==> src/rtl/alarm_pkg.sv <==
// Shared types and time constants for the alarm controller and its snooze adder.
// The snooze path in the users of this package is enabled by ALARM_SNOOZE_EN.
package alarm_pkg;

  typedef enum logic [1:0] {
    ST_IDLE    = 2'd0,
    ST_ARMED   = 2'd1,
    ST_RINGING = 2'd2,
    ST_SNOOZED = 2'd3
  } alarm_state_t;

  typedef struct packed {
    logic [4:0] hours;
    logic [5:0] minutes;
    logic [5:0] seconds;
  } hms_t;

  localparam int SEC_PER_MIN = 60;
  localparam int MIN_PER_HR  = 60;
  localparam int HR_PER_DAY  = 24;

endpackage

==> src/rtl/alarm_time_adder.sv <==
// Combinational hh:mm:ss + ADD_MIN minutes with hour carry and midnight wrap.
// Only compiled when ALARM_SNOOZE_EN is defined, since only the snooze path uses it.
`ifdef ALARM_SNOOZE_EN
module alarm_time_adder
  import alarm_pkg::*;
#(
  parameter int ADD_MIN = 9
) (
  input  hms_t i_time,
  output hms_t o_time
);

  logic [6:0] w_min_sum;
  logic       w_carry;
  logic [4:0] w_hr_inc;

  assign w_min_sum = {1'b0, i_time.minutes} + 7'(ADD_MIN);
  assign w_carry   = (w_min_sum >= 7'(MIN_PER_HR));
  assign w_hr_inc  = i_time.hours + 5'd1;

  // Adding at most 59 minutes can carry at most one hour, so one subtract suffices.
  always_comb begin
    o_time.seconds = i_time.seconds;
    o_time.minutes = w_carry ? 6'(w_min_sum - 7'(MIN_PER_HR)) : w_min_sum[5:0];
    if (!w_carry)
      o_time.hours = i_time.hours;
    else if (w_hr_inc == 5'(HR_PER_DAY))
      o_time.hours = 5'd0;
    else
      o_time.hours = w_hr_inc;
  end

endmodule
`endif

==> src/rtl/alarm_controller.sv <==
// Alarm sequencer: arm/ring/snooze/stop FSM, rising-edge match trigger, ring timeout.
// Define ALARM_SNOOZE_EN to build the snooze path; without it snooze is ignored.
module alarm_controller
  import alarm_pkg::*;
#(
  parameter int SNOOZE_MIN = 9,
  parameter int RING_SEC   = 60,
  parameter int MAX_SNOOZE = 3
) (
  input  logic                            clk,
  input  logic                            rst_n,
  input  logic                            i_tick_1hz,
  input  logic                            i_alarm_en,
  input  logic [5:0]                      i_seconds,
  input  logic [5:0]                      i_minutes,
  input  logic [4:0]                      i_hours,
  input  logic [5:0]                      i_alarm_seconds,
  input  logic [5:0]                      i_alarm_minutes,
  input  logic [4:0]                      i_alarm_hours,
  input  logic                            i_snooze_btn,
  input  logic                            i_stop_btn,
  output logic                            o_buzzer,
  output logic                            o_snooze_active,
  output logic [$clog2(MAX_SNOOZE+1)-1:0] o_snooze_count,
  output logic [5:0]                      o_target_seconds,
  output logic [5:0]                      o_target_minutes,
  output logic [4:0]                      o_target_hours
);

  localparam int CNT_W  = $clog2(MAX_SNOOZE + 1);
  localparam int RING_W = (RING_SEC > 1) ? $clog2(RING_SEC) : 1;

  localparam logic [1:0] S_IDLE    = ST_IDLE;
  localparam logic [1:0] S_ARMED   = ST_ARMED;
  localparam logic [1:0] S_RINGING = ST_RINGING;
  localparam logic [1:0] S_SNOOZED = ST_SNOOZED;

  hms_t              w_now;
  hms_t              w_prog;
  hms_t              w_snooze_tgt;
  hms_t              r_target;
  hms_t              w_target_nxt;
  logic [1:0]        r_state;
  logic [1:0]        w_state_nxt;
  logic [CNT_W-1:0]  r_snooze_cnt;
  logic [CNT_W-1:0]  w_cnt_nxt;
  logic [RING_W-1:0] r_ring_cnt;
  logic [RING_W-1:0] w_ring_nxt;
  logic              r_match_d;
  logic              r_buzzer;
  logic              r_snooze_act;
  logic              w_match;
  logic              w_trigger;
  logic              w_timeout;
  logic              w_snooze_ok;

  assign w_now     = {i_hours, i_minutes, i_seconds};
  assign w_prog    = {i_alarm_hours, i_alarm_minutes, i_alarm_seconds};
  assign w_match   = (w_now == r_target);
  assign w_trigger = w_match && !r_match_d;
  assign w_timeout = i_tick_1hz && (r_ring_cnt == RING_W'(RING_SEC - 1));

`ifdef ALARM_SNOOZE_EN
  alarm_time_adder #(
    .ADD_MIN (SNOOZE_MIN)
  ) u_snooze_add (
    .i_time (w_now),
    .o_time (w_snooze_tgt)
  );

  assign w_snooze_ok = i_snooze_btn && (r_snooze_cnt < CNT_W'(MAX_SNOOZE));
`else
  logic w_unused_snooze;

  assign w_snooze_tgt    = w_prog;
  assign w_snooze_ok     = 1'b0;
  assign w_unused_snooze = i_snooze_btn | (SNOOZE_MIN == 0);
`endif

  // Next-state logic; alarm_en low overrides everything and parks the FSM in IDLE.
  always_comb begin
    w_state_nxt  = r_state;
    w_target_nxt = r_target;
    w_cnt_nxt    = r_snooze_cnt;
    w_ring_nxt   = r_ring_cnt;
    if (!i_alarm_en) begin
      w_state_nxt  = S_IDLE;
      w_target_nxt = w_prog;
      w_cnt_nxt    = '0;
      w_ring_nxt   = '0;
    end else begin
      case (r_state)
        S_IDLE: begin
          w_state_nxt  = S_ARMED;
          w_target_nxt = w_prog;
        end
        S_ARMED: begin
          w_target_nxt = w_prog;
          if (w_trigger) begin
            w_state_nxt = S_RINGING;
            w_ring_nxt  = '0;
          end
        end
        S_RINGING: begin
          if (i_tick_1hz)
            w_ring_nxt = r_ring_cnt + RING_W'(1);
          // Stop beats snooze, and snooze beats the timeout.
          if (i_stop_btn || (!w_snooze_ok && w_timeout)) begin
            w_state_nxt  = S_ARMED;
            w_target_nxt = w_prog;
            w_cnt_nxt    = '0;
            w_ring_nxt   = '0;
          end else if (w_snooze_ok) begin
            w_state_nxt  = S_SNOOZED;
            w_target_nxt = w_snooze_tgt;
            w_cnt_nxt    = r_snooze_cnt + CNT_W'(1);
          end
        end
        S_SNOOZED: begin
          if (i_stop_btn) begin
            w_state_nxt  = S_ARMED;
            w_target_nxt = w_prog;
            w_cnt_nxt    = '0;
            w_ring_nxt   = '0;
          end else if (w_trigger) begin
            w_state_nxt = S_RINGING;
            w_ring_nxt  = '0;
          end
        end
        default: w_state_nxt = S_IDLE;
      endcase
    end
`ifndef ALARM_SNOOZE_EN
    w_target_nxt = w_prog;
`endif
  end

  // Outputs are registered from the next state so they change together with it.
  always_ff @(posedge clk or negedge rst_n) begin
    if (!rst_n) begin
      r_state      <= S_IDLE;
      r_target     <= '0;
      r_snooze_cnt <= '0;
      r_ring_cnt   <= '0;
      r_match_d    <= 1'b0;
      r_buzzer     <= 1'b0;
      r_snooze_act <= 1'b0;
    end else begin
      r_state      <= w_state_nxt;
      r_target     <= w_target_nxt;
      r_snooze_cnt <= w_cnt_nxt;
      r_ring_cnt   <= w_ring_nxt;
      r_match_d    <= w_match;
      r_buzzer     <= (w_state_nxt == S_RINGING);
      r_snooze_act <= (w_state_nxt == S_SNOOZED);
    end
  end

  assign o_buzzer         = r_buzzer;
  assign o_snooze_active  = r_snooze_act;
  assign o_snooze_count   = r_snooze_cnt;
  assign o_target_seconds = r_target.seconds;
  assign o_target_minutes = r_target.minutes;
  assign o_target_hours   = r_target.hours;

endmodule

==> config.mk <==
export PLATFORM = sky130hd
export DESIGN_NAME = alarm_controller
export DESIGN_NICKNAME = d
export VERILOG_FILES = /design/src/rtl/alarm_pkg.sv /design/src/rtl/alarm_time_adder.sv /design/src/rtl/alarm_controller.sv
export SDC_FILE = /design/constraint.sdc
export NUM_CORES = 1
export LEC_CHECK = 0
export ABC_CLOCK_PERIOD_IN_PS = 2750
export CAP_MARGIN = 30
export CORE_ASPECT_RATIO = 0.6
export CORE_MARGIN = 10
export CORE_UTILIZATION = 43
export DETAILED_ROUTE_END_ITERATION = 10
export PLACE_DENSITY = 0.89
export SYNTH_ARGS = -nofsm -noshare
export SYNTH_HDL_FRONTEND = slang
export SYNTH_SLANG_ARGS = --single-unit
==> constraint.sdc <==
create_clock -name clk -period 2.75 [get_ports clk]
set_input_delay 0.55 -clock clk [delete_from_list [all_inputs] [get_ports clk]]
set_output_delay 0.55 -clock clk [all_outputs]
set_load 0.01 [all_outputs]
==> metrics.cfg, run 1 <==
[status]
status = complete, no violations

[critical_path]
path_max_fanout = 5
cp_cell_sequence = clkdlybuf4s50_1 -> xnor2_1 -> nand4_1 -> nor3_1 -> nand3_1 -> and3_1
worstPathArrival_ns = 2.17
startpoint_type = primary input
path_depth = 6
worst_setup_path_end_kind = flop
crit_family = simple AND/OR/NAND/NOR gates
r2r.worst_path.cells = 5
cp_slowest_stage_delay_ns = 0.50
slowest_stage = nor3_1
cp.required_ns = 2.92
worst-path-buf-inv = 1
path_class = primary input to flop

[die]
io_pins = 61
start_util = 0.446
core_sq_um = 2850
dieArea_sq_um = 5600
fp.dieH_um = 62.1
fp-row-count = 15
die_x_um = 90.2

[clock_network]
clock_latency_ns = 0.27
cts_max_path_buffers = 2
path_clk_slew_ns = 0.09
cts_root_buffer = clkbuf_8
cts_tree = yes
cts.repair.resized = 0
ctsHoldBuffers = 0
cts_buffers = 3
postCtsSetupRepairBufs = 0
h-tree-depth = 1
clkSinkCount = 28

[global_routing]
grt_max_degree = 29
grt_pass1_wl_um = 6000
grt.total_usage = 0.129
first_global_vias = 1210
antenna_found_initial = 0
gr-total-overflow = 0

[power]
swShare = 0.211
power_frac_comb = 0.156
leakage_nw = 0.792
seq_power_share = 0.484
p_sw_w = 0.000190
power_density_nw_per_um2 = 458
pwr-share-clk = 0.360
peakVddDrop_mv = 0.367
intPower_w = 0.000708

[place]
gp_congestion = 0.899
dp_cells = 208
hpwlAfterDp_um = 2960
port_buffers = 57
post_dp_cell_area_sq_um = 1890

[detailed_routing]
avgRoutedWirePerCell_um = 17.1
route.detailed.drc = 0
vias_per_cell = 5.23
ant_nets = 0
vias = 1108
routed_wl_um = 3630
drt_iter0_drc = 72
first_pass_iters = 4

[sta]
fmax_mhz = 501
fin_crit_ns = 2.00
final-hold-violation-count = 0
worst_pin_slew_ns = 0.567
final-setup-viol-count = 0
fin_crit_sh = 0.726
slew_headroom = 0.619
finalHoldWorstSlack_ns = 0.618
rsz0062_at_grt = false
finClkSkew_ns = 0.00206
tns_ns = 0
slew_violations = 0

[logic_synthesis]
yosys_most_used_dff = dfrtp_1
synthCells = 110
synth_compound_area_frac = 0.147
synthAdderAreaFrac = 0.00984
async_flop_share = 1.00
yosysUniqueCellTypes = 39
ys_ff_latch = 28
syn-cell-area_sq_um = 1270
synth_top_family_by_area = compound AO/OA/AOI/OAI gates
syn_area_per_cell_sq_um = 11.6
synth-xor-area-share = 0.117
synth_edf_count = 0
yosys_warnings = 0
synthMuxAreaShare = 0.00886
yosysSeqAreaShare = 0.551
synth-simple-area-share = 0.139

[min_path]
whs_path_depth = 1
hp-class = flop to flop

[final_layout]
final_common_cell = clkdlybuf4s50_1
nNetsFinal = 212
drive_gt1_frac = 0.0647
fin_util = 0.687
final_cell_mix = clkdlybuf4s50_1 (57), dfrtp_1 (28), xnor2_1 (15)
final_cells = 212
final_area_sq_um = 1960
diodes = 0
areaGrowthSynthToFinish_pct = 54.2

[flow_run]
drv.max_cap_violation_count = 0

[power groups by stage]
| stage | registers (W) | logic [W] | clock network, W |
|---|---|---|---|
| global route | 0.000437 | 0.000153 | 0.000347 |
| finish | 0.000435 | 0.000140 | 0.000323 |
| CTS | 0.000435 | 0.000143 | 0.000328 |
| floorplan | 0.000448 | 0.0000363 | 0 |
| global placement | 0.000442 | 0.000138 | 0 |
| detailed placement | 0.000443 | 0.000142 | 0 |
[path summary, 6_finish.rpt]
path,from,endpoint,slack (ns)
worst max-delay path,i_hours[0],r_state[0],0.75
max in group asynchronous,rst_n,o_target_minutes[5],1.84
worst max register to register,r_ring_cnt[1],r_ring_cnt[2],1.00
min in group asynchronous,rst_n,r_ring_cnt[0],0.65
worst min-delay path,r_ring_cnt[1],r_ring_cnt[1],0.62
worst min register to register,r_ring_cnt[1],r_ring_cnt[1],0.62
[synth_stat cells (all sizes together) (2+ instances only)]
master   n  share of area
nor2     4          0.012
nor2b    2         0.0098
buf      3          0.016
xor2     2          0.014
a21oi    6          0.024
nand3    4          0.016
o21ai    7          0.028
nand4    5          0.025
xnor2   15           0.10
and2     2          0.011
a31oi    2         0.0098
dfrtp   28           0.55
inv      2         0.0059
nor3     2         0.0079
nand2    5          0.015
[registers in the layout (all words and copies together) (netlist names)]
signal            cells
o_target_minutes      6
o_snooze_active       1
r_state               2
o_target_hours        5
r_ring_cnt            6
o_buzzer              1
o_target_seconds      6
r_match_d             1
[stage by stage]
step,power [W],worst slack [ns]
after CTS,0.000906,0.750
after detailed placement,0.000585,0.476
after floorplan,0.000484,1.05
final,0.000898,0.753
after global placement,0.000580,0.498
after global routing,0.000936,0.573
[cells by family (layout without fill, tap and decap cells)]
logic type / Yosys count / after routing
muxes: 1 / 1
and+or+nand+nor: 29 / 29
adders and majority gates: 1 / 1
buffers and inverters: 6 / 65
xor gates and xnor gates: 17 / 17
AOI/OAI and AO/OA: 27 / 27
DFF: 28 / 28
other: 1 / 2
[per-layer routing]
layer  vias up  GRT usage  routed length (um)
li1        511          -                   -
met1       542      0.156                1600
met2        53      0.199                1660
met3         2     0.0659                 338
met4         0     0.0296                  27
met5         -          0                   0
[layout make-up]
| type | count | area (sq um) |
|---|---|---|
| tap | 42 | 52.6 |
| multi-input combinational | 77 | 543 |
| clock buffer | 3 | 41.3 |
| timing repair buffer | 59 | 586 |
| clock inverter | 1 | 30.0 |
| sequential | 28 | 701 |
| fill | 217 | 892 |
| inverter | 2 | 7.51 |
Note: power is estimated with default switching activity, not from simulation.
==> inputs of run 2 (changes only) <==
Settings changed: ABC_CLOCK_PERIOD_IN_PS 2750 to 1650, CORE_UTILIZATION 43 to 36, PLACE_DENSITY 0.89 to 0.8.
Clock period 2.75 ns to 1.65 ns, I/O delays scaled along.
==> run 2 against run 1 <==
  * Via count up 3.1%
  * First-iteration DRC count rose by 2.8%
  * Critical endpoint is now r_ring_cnt[2]
  * Clock skew rose by 0.0014 ns
  * Combinational power increased by 71%
  * Hold slack worse by 0.21 ns
  * Die area increased by 14%
  * Setup slack got worse by 0.72 ns
  * Core utilization is 5.7 points lower
  * Non-clock buffer count increased by 13
  * Sequential share of layout area decreased by 2.3 points
  * Design area up 6.9%
==> metrics.cfg, run 2 (synthesis results as in run 1) <==
[status]
status = complete, no violations

[detailed_routing]
first_pass_iters = 4
vias = 1142
ant_nets = 0
routed_wl_um = 4000
drt_iter0_drc = 74
route.detailed.drc = 0
vias_per_cell = 5.01
avgRoutedWirePerCell_um = 17.6

[sta]
fin_ws_ns = 0.0358
final-hold-violation-count = 0
fin_crit_ns = 1.61
fmax_mhz = 620
finClkSkew_ns = 0.00350
final-setup-viol-count = 0
slew_violations = 0
tns_ns = 0
fin_crit_sh = 0.978

[final_layout]
final_common_cell = clkdlybuf4s50_1
drive_gt1_frac = 0.153
areaGrowthSynthToFinish_pct = 64.9
final_cell_mix = clkdlybuf4s50_1 (46), dfrtp_1 (28), xnor2_1 (15), buf_4 (15), dlymetal6s2s_1 (7)
nNetsFinal = 225
diodes = 0
fin_util = 0.631
fill_cells = 277
final_cells = 228

[critical_path]
r2r-start = r_ring_cnt[1]
worst_setup_path_end_kind = flop
worstPathArrival_ns = 1.79
crit_family = compound AO/OA/AOI/OAI gates
r2r.worst_path.cells = 5
worst-path-buf-inv = 1
path_class = primary input to flop
reg2reg_to = r_ring_cnt[2]
rrSetupSlack_ns = 0.08
cp.required_ns = 1.82
path_max_fanout = 5
cp_slowest_stage_delay_ns = 0.54
slowest_stage = clkdlybuf4s50_1
cp_cell_sequence = clkdlybuf4s50_1 -> o21ai_1 -> and2_1 -> o21ai_1 -> a31oi_2 -> a221o_1
startpoint_type = primary input
path_common_cell = o21ai_1
crit_start = i_tick_1hz

[die]
fp-row-count = 16
dieArea_sq_um = 6390
io_pins = 61
fp.dieH_um = 66.0
die_x_um = 96.7
start_util = 0.383
core_sq_um = 3320

[clock_network]
cts_root_buffer = clkbuf_8
cts_tree = yes
h-tree-depth = 1
clock_latency_ns = 0.28
cts_buffers = 3
cts_max_path_buffers = 2
path_clk_slew_ns = 0.10
clkSinkCount = 28

[power]
peakVddDrop_mv = 0.393
power_density_nw_per_um2 = 726
total_power_w = 0.00152
leakage_nw = 0.925

[global_routing]
grt.total_usage = 0.126
grt_max_degree = 29
antenna_found_initial = 0
grt_pass1_wl_um = 6390
gr-total-overflow = 0
first_global_vias = 1273

[place]
hpwlAfterDp_um = 3260
gp_congestion = 0.864
dp_cells = 223
pre_cts_ws_ns = -0.324
port_buffers = 57

[min_path]
hp-class = primary input to async pin

[flow_run]
drv.max_cap_violation_count = 0

## run 2: worst register-to-register path: stages (launching register included)
cell and delay [ns]:
dfrtp_1 0.38, ha_1 0.19, nand4b_1 0.17, o211a_4 0.30, and3b_1 0.17, a221o_1 0.26
## run 2: worst max path at each step
stage                               end  cells past startpoint  slack [ns]
after floorplan           r_ring_cnt[2]                      5        0.06
after global placement         o_buzzer                      7       -0.25
after detailed placement       o_buzzer                      7       -0.32
after CTS                 r_ring_cnt[2]                      6       0.003
after global routing      r_ring_cnt[2]                      6      -0.002
final                     r_ring_cnt[2]                      6        0.04
## run 2: power breakdown
part           internal (W)  switching, W
combinational      0.000146     0.0000928
clock              0.000326      0.000233
sequential         0.000708     0.0000166
total               0.00118      0.000342
## run 2: area by class of cell
class                   count  area [sq um]  share of cell area
clock buffers               3          41.3              0.0197
clock inverters             1          30.0              0.0143
inverters                   2          7.51             0.00358
multi-input cells          77           564               0.269
flip-flops and latches     28           701               0.334
well taps                  45          56.3              0.0269
repair buffers             72           696               0.332
## run 2: per-layer routing
metal | part of all wire | GRT usage
met3 | 0.18 | 0.0981
met4 | 0.0092 | 0.0458
met1 | 0.41 | 0.138
met5 | 0 | 0
met2 | 0.40 | 0.181
## run 2: metrics by stage
stage               hold slack (ns)  cell area (sq um)
floorplan                    0.0344               1270
global placement              0.600               1980
detailed placement            0.619               1980
CTS                           0.419               2060
global route                  0.446               2100
finish                        0.406               2100
## run 2: timing repair
item | in CTS | in global routing
pin swaps | 6 | 11
cloned | 0 | 0
setup buffers | 1 | 0
gates resized for setup | 7 | 10
hold buffers | 0 | 0
setup endpoints to repair | 2 | 8
==> inputs of run 3 (changes only) <==
--- a/config.mk
+++ b/config.mk
@@ -13,3 +13,5 @@
 export DETAILED_ROUTE_END_ITERATION = 10
+export MAX_ROUTING_LAYER = met4
 export PLACE_DENSITY = 0.8
+export SLEW_MARGIN = 15
 export SYNTH_ARGS = -nofsm -noshare
--- a/constraint.sdc
+++ b/constraint.sdc
@@ -3,2 +3,2 @@
 set_output_delay 0.33 -clock clk [all_outputs]
-set_load 0.01 [all_outputs]
+set_load 0.05 [all_outputs]
==> run 3 against run 2 <==
  * Sequential power rose by 0.6%
  * Count of clock-buffer cells in the layout stayed put
  * Power rose by 3.9%
  * Setup slack lost 0.034 ns
  * Via count is 1.4% lower
  * Critical path depth stayed put
  * Fmax down 2.1%
  * Highest routed layer unchanged
==> metrics.cfg, run 3 (synthesis results as in run 1) <==
[power]
swShare = 0.252
power_density_nw_per_um2 = 756
leakage_nw = 0.916
total_power_w = 0.00158
pwr-share-clk = 0.342
p_sw_w = 0.000399
power_frac_comb = 0.197
seq_power_share = 0.461
peakVddDrop_mv = 0.481
intPower_w = 0.00118

[global_routing]
gr-total-overflow = 0
grt_max_degree = 29
grt_pass1_wl_um = 5880
antenna_found_initial = 0
grt.total_usage = 0.115
first_global_vias = 1232

[clock_network]
h-tree-depth = 1
ctsHoldBuffers = 0
clock_latency_ns = 0.27
postCtsSetupRepairBufs = 0
cts_buffers = 3
cts_max_path_buffers = 2
cts_tree = yes
clkSinkCount = 28
path_clk_slew_ns = 0.10
cts_root_buffer = clkbuf_8

[final_layout]
nNetsFinal = 226
areaGrowthSynthToFinish_pct = 64.5
multi_input_area_sq_um = 578
diodes = 0
fill_cells = 268
final_common_cell = buf_4
fin_util = 0.629
drive_gt1_frac = 0.364
final_cell_mix = buf_4 (35), clkdlybuf4s50_1 (33), dfrtp_2 (17)
ff_latch_area_sq_um = 722

[sta]
final-hold-violation-count = 0
finalHoldWorstSlack_ns = 0.433
fin_crit_ns = 1.65
fmax_mhz = 607
final-setup-viol-count = 0
finClkSkew_ns = 0.00386
rsz0062_at_grt = true
slew_violations = 0
fin_ws_ns = 0.00191
fin_crit_sh = 0.999

[detailed_routing]
drt_iter0_drc = 75
vias_per_cell = 4.92
ant_nets = 0
route.detailed.drc = 0
first_pass_iters = 4
vias = 1126
routed_wl_um = 3730
avgRoutedWirePerCell_um = 16.3

[critical_path]
path_class = primary input to flop
path_max_fanout = 5
startpoint_type = primary input
cp.required_ns = 1.82
worstPathArrival_ns = 1.82
worst_setup_path_end_kind = flop

[place]
pre_cts_ws_ns = -0.285
hpwlAfterDp_um = 3080
port_buffers = 57
gp_congestion = 0.885

[die]
fp.dieH_um = 66.0
io_pins = 61
start_util = 0.383
fp-row-count = 16
dieArea_sq_um = 6390
core_sq_um = 3320
die_x_um = 96.7

[flow_run]
drv.max_cap_violation_count = 0

[status]
status = complete, no violations

[min_path]
hp-class = primary input to async pin

-- run 3: cell count changes in the layout (fill, tap and decap cells not counted), sizes merged --
cell,before,now
buf,15,35
dlygate4sd2,4,0
clkdlybuf4s50,46,33
dlymetal6s2s,7,5
-- run 3: path summary, 6_finish.rpt --
kind | startpoint | end | slack (ns) | cells past startpoint
hold / removal | rst_n | r_ring_cnt[5] | 0.43 | 2
max in group asynchronous | rst_n | o_target_seconds[0] | 0.94 | 2
hold reg to reg | r_ring_cnt[1] | r_ring_cnt[1] | 0.64 | 2
setup / recovery | i_tick_1hz | r_ring_cnt[2] | 0.002 | 6
setup reg to reg | o_target_seconds[2] | r_ring_cnt[2] | 0.02 | 5
min in group clk | i_alarm_minutes[1] | o_target_minutes[1] | 0.48 | 1
-- run 3: critical path, cell delays in order --
cell and delay (ns):
clkdlybuf4s50_1 0.51, o21ai_1 0.10, and2_2 0.25, nor2_1 0.15
a31oi_2 0.14, a221o_1 0.33
-- run 3: area by class of cell --
class | instances | share of cell area
clock buffer | 3 | 0.0197
clock inverter | 1 | 0.0144
inverter | 2 | 0.00359
multi-input combinational | 77 | 0.276
sequential | 28 | 0.345
tap | 45 | 0.0269
timing repair buffer | 73 | 0.314
-- run 3: power groups by stage --
| stage | registers, W | clock network [W] | logic, W |
|---|---|---|---|
| 2_1_floorplan | 0.000817 | 0 | 0.0000683 |
| 3_3_place_gp | 0.000740 | 0 | 0.000303 |
| 3_5_place_dp | 0.000742 | 0 | 0.000308 |
| 4_1_cts | 0.000729 | 0.000546 | 0.000309 |
| 5_1_grt | 0.000732 | 0.000576 | 0.000328 |
| 6_report | 0.000729 | 0.000542 | 0.000311 |
-- run 3: through the flow --
step | instance area (sq um) | TNS, ns | std cells
2_1_floorplan | 1300 | -0.0775 | 111
3_3_place_gp | 1970 | -1.89 | 225
3_5_place_dp | 1970 | -2.11 | 225
4_1_cts | 2040 | 0 | 229
5_1_grt | 2090 | -0.449 | 229
6_report | 2090 | 0 | 229
-- run 3: repair_timing --
action                     CTS  global route
pin swaps                    0             7
setup endpoints to repair    1             7
resized for setup            1            14
-- run 3: per-layer routing --
layer	vias up	share of wire	track usage
li1	538	-	-
met3	2	0.079	0.0480
met4	0	0.0059	0.0220
met2	59	0.44	0.174
met5	-	0	-
met1	527	0.48	0.143
==> patch 1, RTL diff (flow settings as in run 3) <==
Add a define of `ALARM_SNOOZE_EN`.
--- a/src/rtl/alarm_time_adder.sv
+++ b/src/rtl/alarm_time_adder.sv
@@ -1,5 +1,7 @@
 // Combinational hh:mm:ss + ADD_MIN minutes with hour carry and midnight wrap.
 // Only compiled when ALARM_SNOOZE_EN is defined, since only the snooze path uses it.
+`define ALARM_SNOOZE_EN
+
 `ifdef ALARM_SNOOZE_EN
 module alarm_time_adder
   import alarm_pkg::*;
Function: changed (Yosys sat finds a counterexample within 4 cycles, from zero or initial values and one cycle with rst_n low).
==> patch 1 against run 3 <==
  * The flow now finishes with violations (setup timing)
  * Cell area is 110% higher
  * Clock skew rose by 0.011 ns
  * Synthesized area increased by 81%
  * Power increased by 39%
  * Die area grew 58%
  * Wire length grew to 2.9 times the old value
  * Sequential cell count up 2
  * Worst setup slack lost 0.49 ns
  * Critical endpoint is now o_target_hours[0]
  * Largest cell class is now multi-input combinational cells
  * Highest routed layer unchanged
==> patch 1: results <==
set metrics [dict create \
    status "finished with violations" \
    violations "setup timing" \
    dp_cells 483 \
    via_per_inst 5.938 \
    drt-initial-drc-count 291 \
    gp_congestion 0.9201 \
    grtUsageTotal 0.1874 \
    slowest_stage "or4_1" \
    placed_area_sq_um 3744 \
    fin_skew_ns 0.01466 \
    synthTopCellsByArea "dfrtp_1, xor2_1, ha_1" \
    ir_worst_vdd_v 0.0003198 \
    cts_buffers 5 \
    reg2reg_depth 7 \
    path_max_fanout 6 \
    grt_pass1_wl_um 14610 \
    yosys.cell_types.count 60 \
    avgSynthCellArea_sq_um 8.530 \
    yosysSeqAreaShare 0.3272 \
    max_stage_delay_ns 0.53 \
    layout_setup_ws_ns -0.4885 \
    synth_common_cells "dfrtp_1, nand2_1, o21ai_0" \
    p_leak_uw 0.001915 \
    vias 3040 \
    setup_violations 29 \
    synth_nets 320 \
    worstSkewPairLatency_ns 0.30 \
    reg2reg_slack_ns -0.45 \
    antenna_cells 0 \
    grt_max_degree 31 \
    numPortBuffers 60 \
    grt_pass1_vias 2901 \
    r2r_end "r_state[0]" \
    hold_class "input port to flop" \
    switching_share 0.3309 \
    rr_startpoint "r_ring_cnt[0]" \
    cts_max_level 2 \
    path_delay_family "simple AND/OR/NAND/NOR gates" \
    drive_above_1_share 0.4743 \
    finalWirelength_um 10790 \
    clk_pin_slew_worst_paths_ns 0.07 \
    dr.pass1.iters 7 \
    hpwl_um 6684 \
]
## patch 1: changes by cell type after synthesis, moves of 6 or more
cell             run 3  this run
o21ai_0              6        21
mux2i_1              0         8
nor2b_1              2         8
xnor2_1             15         3
ha_1                 1        11
nand2_1              5        28
nand2b_1             0         7
nor2_1               4        17
a21oi_1              6        13
nand3_1              4        13
inv_1                2         8
xor2_1               2        20
a22oi_1              1         8
## patch 1: through the flow
step	worst slack [ns]	hold WS [ns]	setup TNS, ns
2_1_floorplan	-0.5292	0.03441	-5.592
5_1_grt	-0.5618	0.4642	-12.53
3_3_place_gp	-1.013	0.5777	-20.71
3_5_place_dp	-1.129	0.5886	-22.61
6_report	-0.4885	0.4189	-10.68
4_1_cts	-0.4350	0.4851	-6.748
## patch 1: worst max path at each step
stage | from | end | slack (ns) | depth (start not counted)
6_report | i_minutes[3] | o_target_hours[0] | -0.49 | 10
5_1_grt | i_minutes[0] | o_target_hours[0] | -0.56 | 11
4_1_cts | r_ring_cnt[0] | r_state[0] | -0.44 | 7
3_5_place_dp | i_minutes[1] | o_target_hours[3] | -1.13 | 10
3_3_place_gp | i_minutes[1] | o_target_hours[3] | -1.01 | 10
2_1_floorplan | i_minutes[0] | o_target_hours[3] | -0.53 | 10
## patch 1: layer usage
metal  GRT usage  vias up  share of wire
met5           -        -              0
li1            -     1293              -
met3     0.04452       48          0.099
met2      0.2897      239           0.44
met1      0.2400     1460           0.42
met4     0.05440        0          0.040
## patch 1: worst min-delay path, cell delays in order
cell            delay, ns
dlymetal6s2s_1       0.13
mux2i_1              0.09
o21ai_1              0.12
## patch 1: cell type report
class / instances / area, sq um
clock buffers: 7 / 86.33
fillers: 405 / 1819
clock inverters: 1 / 5.005
flip-flops and latches: 30 / 760.7
inverters: 8 / 30.03
repair buffers: 163 / 1506
well taps: 84 / 105.1
multi-input cells: 219 / 1826
## patch 1: logic make-up (layout without fill, tap and decap cells)
family                     Yosys count  count (layout)  synth area share
AOI/OAI and AO/OA                   73              73            0.2132
xor gates and xnor gates            23              23           0.08779
adders and majority gates           11              11           0.05998
buffers and inverters               20             179           0.03763
DFF                                 30              30            0.3272
muxes                                9               9           0.03980
and+or+nand+nor                    103             103            0.2345
## patch 1: timing repair
| item | CTS | global route |
|---|---|---|
| endpoints found under the hold margin | 0 | 0 |
| pin swaps | 44 | 33 |
| gates resized for setup | 66 | 37 |
| setup endpoints to repair | 29 | 29 |
| hold buffers | 0 | 0 |
| buffers inserted | 13 | 10 |
## patch 1: power groups by stage
stage,Combinational [uW],Sequential [uW],Clock (uW)
finish,775,779,646
global route,812,781,676
CTS,690,777,629
detailed placement,630,790,0
global placement,618,790,0
floorplan,193,870,0
==> patch 2, RTL diff (settings of run 3) <==
Without the edit above. Add an input register stage for `i_hours`; this delays it by one clock. The other inputs are not delayed to match.
--- a/src/rtl/alarm_controller.sv
+++ b/src/rtl/alarm_controller.sv
@@ -35,6 +35,12 @@
   localparam logic [1:0] S_RINGING = ST_RINGING;
   localparam logic [1:0] S_SNOOZED = ST_SNOOZED;
 
+  logic [4:0] i_hours_q;
+
+  always_ff @(posedge clk) begin
+    i_hours_q <= i_hours;
+  end
+
   hms_t              w_now;
   hms_t              w_prog;
   hms_t              w_snooze_tgt;
@@ -54,7 +60,7 @@
   logic              w_timeout;
   logic              w_snooze_ok;
 
-  assign w_now     = {i_hours, i_minutes, i_seconds};
+  assign w_now     = {i_hours_q, i_minutes, i_seconds};
   assign w_prog    = {i_alarm_hours, i_alarm_minutes, i_alarm_seconds};
   assign w_match   = (w_now == r_target);
   assign w_trigger = w_match && !r_match_d;
Function: changed (a bounded check fails within 4 cycles, from zero or initial values and one cycle with rst_n low).
==> patch 2 against run 3 <==
  * The run now ends with setup timing left
  * Wire length rose by 3.4%
  * Cell area is 6.5% higher
  * Non-clock buffer count fell by 2
  * Power grew 16%
  * Sequential power increased by 18%
  * Combinational power shrank 3%
  * Register-to-register slack worse by 0.04 ns
  * Sequential cell count up 5
  * Sequential share of layout area rose by 2.0 points
  * Global-route usage grew 0.38 points
  * Worst setup slack worse by 0.019 ns
  * Synthesized area is 6.4% higher
  * Count of clock-buffer cells in the layout grew 4
  * Critical path type is now flop to flop
  * Critical endpoint is now r_ring_cnt[1]
  * Largest cell class unchanged
  * Highest routed layer unchanged
==> patch 2: results <==
set metrics [dict create \
    status "finished with violations" \
    violations "setup timing" \
    cts_buffers 5 \
    via_per_inst 5.013 \
    ir_worst_vdd_v 0.0005368 \
    synth_common_cells "dfrtp_1, xor2_1, nand3_1" \
    fin_setup_tns_ns -0.07434 \
    fin_skew_ns 0.005404 \
    drt-initial-drc-count 63 \
    gp_congestion 0.8290 \
    p_leak_uw 0.0009525 \
    hold_class "input port to async pin" \
    async_flop_share 0.8485 \
    clockRootBuffer "clkbuf_8" \
    grtUsageTotal 0.1192 \
    synthFlopType "dfrtp_1" \
    antenna_cells 0 \
    dp_slack_ns -0.3699 \
    yosys.cell_types.count 34 \
    setup_violations 6 \
    synthTopCellsByArea "dfrtp_1, xor2_1, dfxtp_1" \
    clk_pin_slew_worst_paths_ns 0.07 \
    fin_nets 233 \
    layout_setup_ws_ns -0.01740 \
    n_fill_cell 286 \
    placed_area_sq_um 2024 \
    grt_pass1_wl_um 6072 \
    cts_max_level 2 \
    hpwl_um 2959 \
    slowest_stage "dfrtp_2" \
    max_stage_delay_ns 0.42 \
    finalWirelength_um 3856 \
    grt_pass1_vias 1327 \
    drive_above_1_share 0.3264 \
    yosysSeqAreaShare 0.5920 \
]
patch 2: changes by cell type after synthesis, moves of 3 or more:
cell / delta
xnor2_1: -13
xor2_1: +13
o22ai_1: +6
dfxtp_1: +5
nand3_1: +5
nor4_1: +5
nand4_1: -3
o21ai_0: -3
patch 2: area by class of cell:
type	instances	area, sq um	area share
Timing Repair Buffer	71	643.1	0.2889
Multi-Input combinational cell	79	603.1	0.2709
Inverter	2	7.507	0.003373
Clock buffer	7	96.34	0.04328
Tap cell	47	58.81	0.02642
Sequential cell	33	812.0	0.3648
Clock inverter	1	5.005	0.002248
patch 2: path summary, 6_finish.rpt:
path	startpoint	to	slack, ns	cells past startpoint
setup / recovery	o_target_seconds[2]	r_ring_cnt[1]	-0.02	6
hold / removal	rst_n	o_snooze_active	0.42	2
setup reg to reg	o_target_seconds[2]	r_ring_cnt[1]	-0.02	6
hold reg to reg	r_match_d	r_state[1]	0.60	2
max in group asynchronous	rst_n	o_target_minutes[1]	0.92	2
min in group clk	i_alarm_hours[0]	o_target_hours[0]	0.48	1
patch 2: power by group:
group,internal (uW),switching (uW)
Combinational,139,165
Clock,377,290
Sequential,838,20.1
Total,1350,475
patch 2: through the flow:
stage                     instances  hold WS [ns]
final                           240        0.4211
after global routing            240        0.4486
after CTS                       239        0.4293
after detailed placement        231        0.5757
after global placement          231        0.5602
after floorplan                 118       0.03441
patch 2: logic make-up after synthesis:
| group | synth area share |
|---|---|
| adder cells (fa/ha/maj) | 0.009249 |
| multiplexers | 0.007401 |
| flip-flops | 0.5920 |
| AO/OA/AOI/OAI | 0.1101 |
| buffers and inverters | 0.02220 |
| other | 0.002773 |
| AND/OR/NAND/NOR | 0.1462 |
| XOR/XNOR | 0.1101 |
patch 2: layer usage:
layer	track usage	share of wire	up-vias
li1	-	-	567
met1	0.1325	0.44	566
met2	0.1845	0.45	63
met3	0.05092	0.096	7
met4	0.05516	0.016	0
met5	-	0	-
patch 2: timing repair:
| action | CTS | global route |
|---|---|---|
| endpoints found under the setup margin | 10 | 10 |
| pin swaps | 2 | 4 |
| gates resized for setup | 2 | 18 |
| setup buffers | 0 | 1 |
| cloned | 0 | 0 |
patch 2: worst max-delay path, delay by kind of cell, from the launching register on:
kind,cells,cell delay [ns]
XOR/XNOR,1,0.18
AND/OR/NAND/NOR,3,0.73
buffers and inverters,1,0.16
flip-flops,1,0.42
AO/OA/AOI/OAI,1,0.06
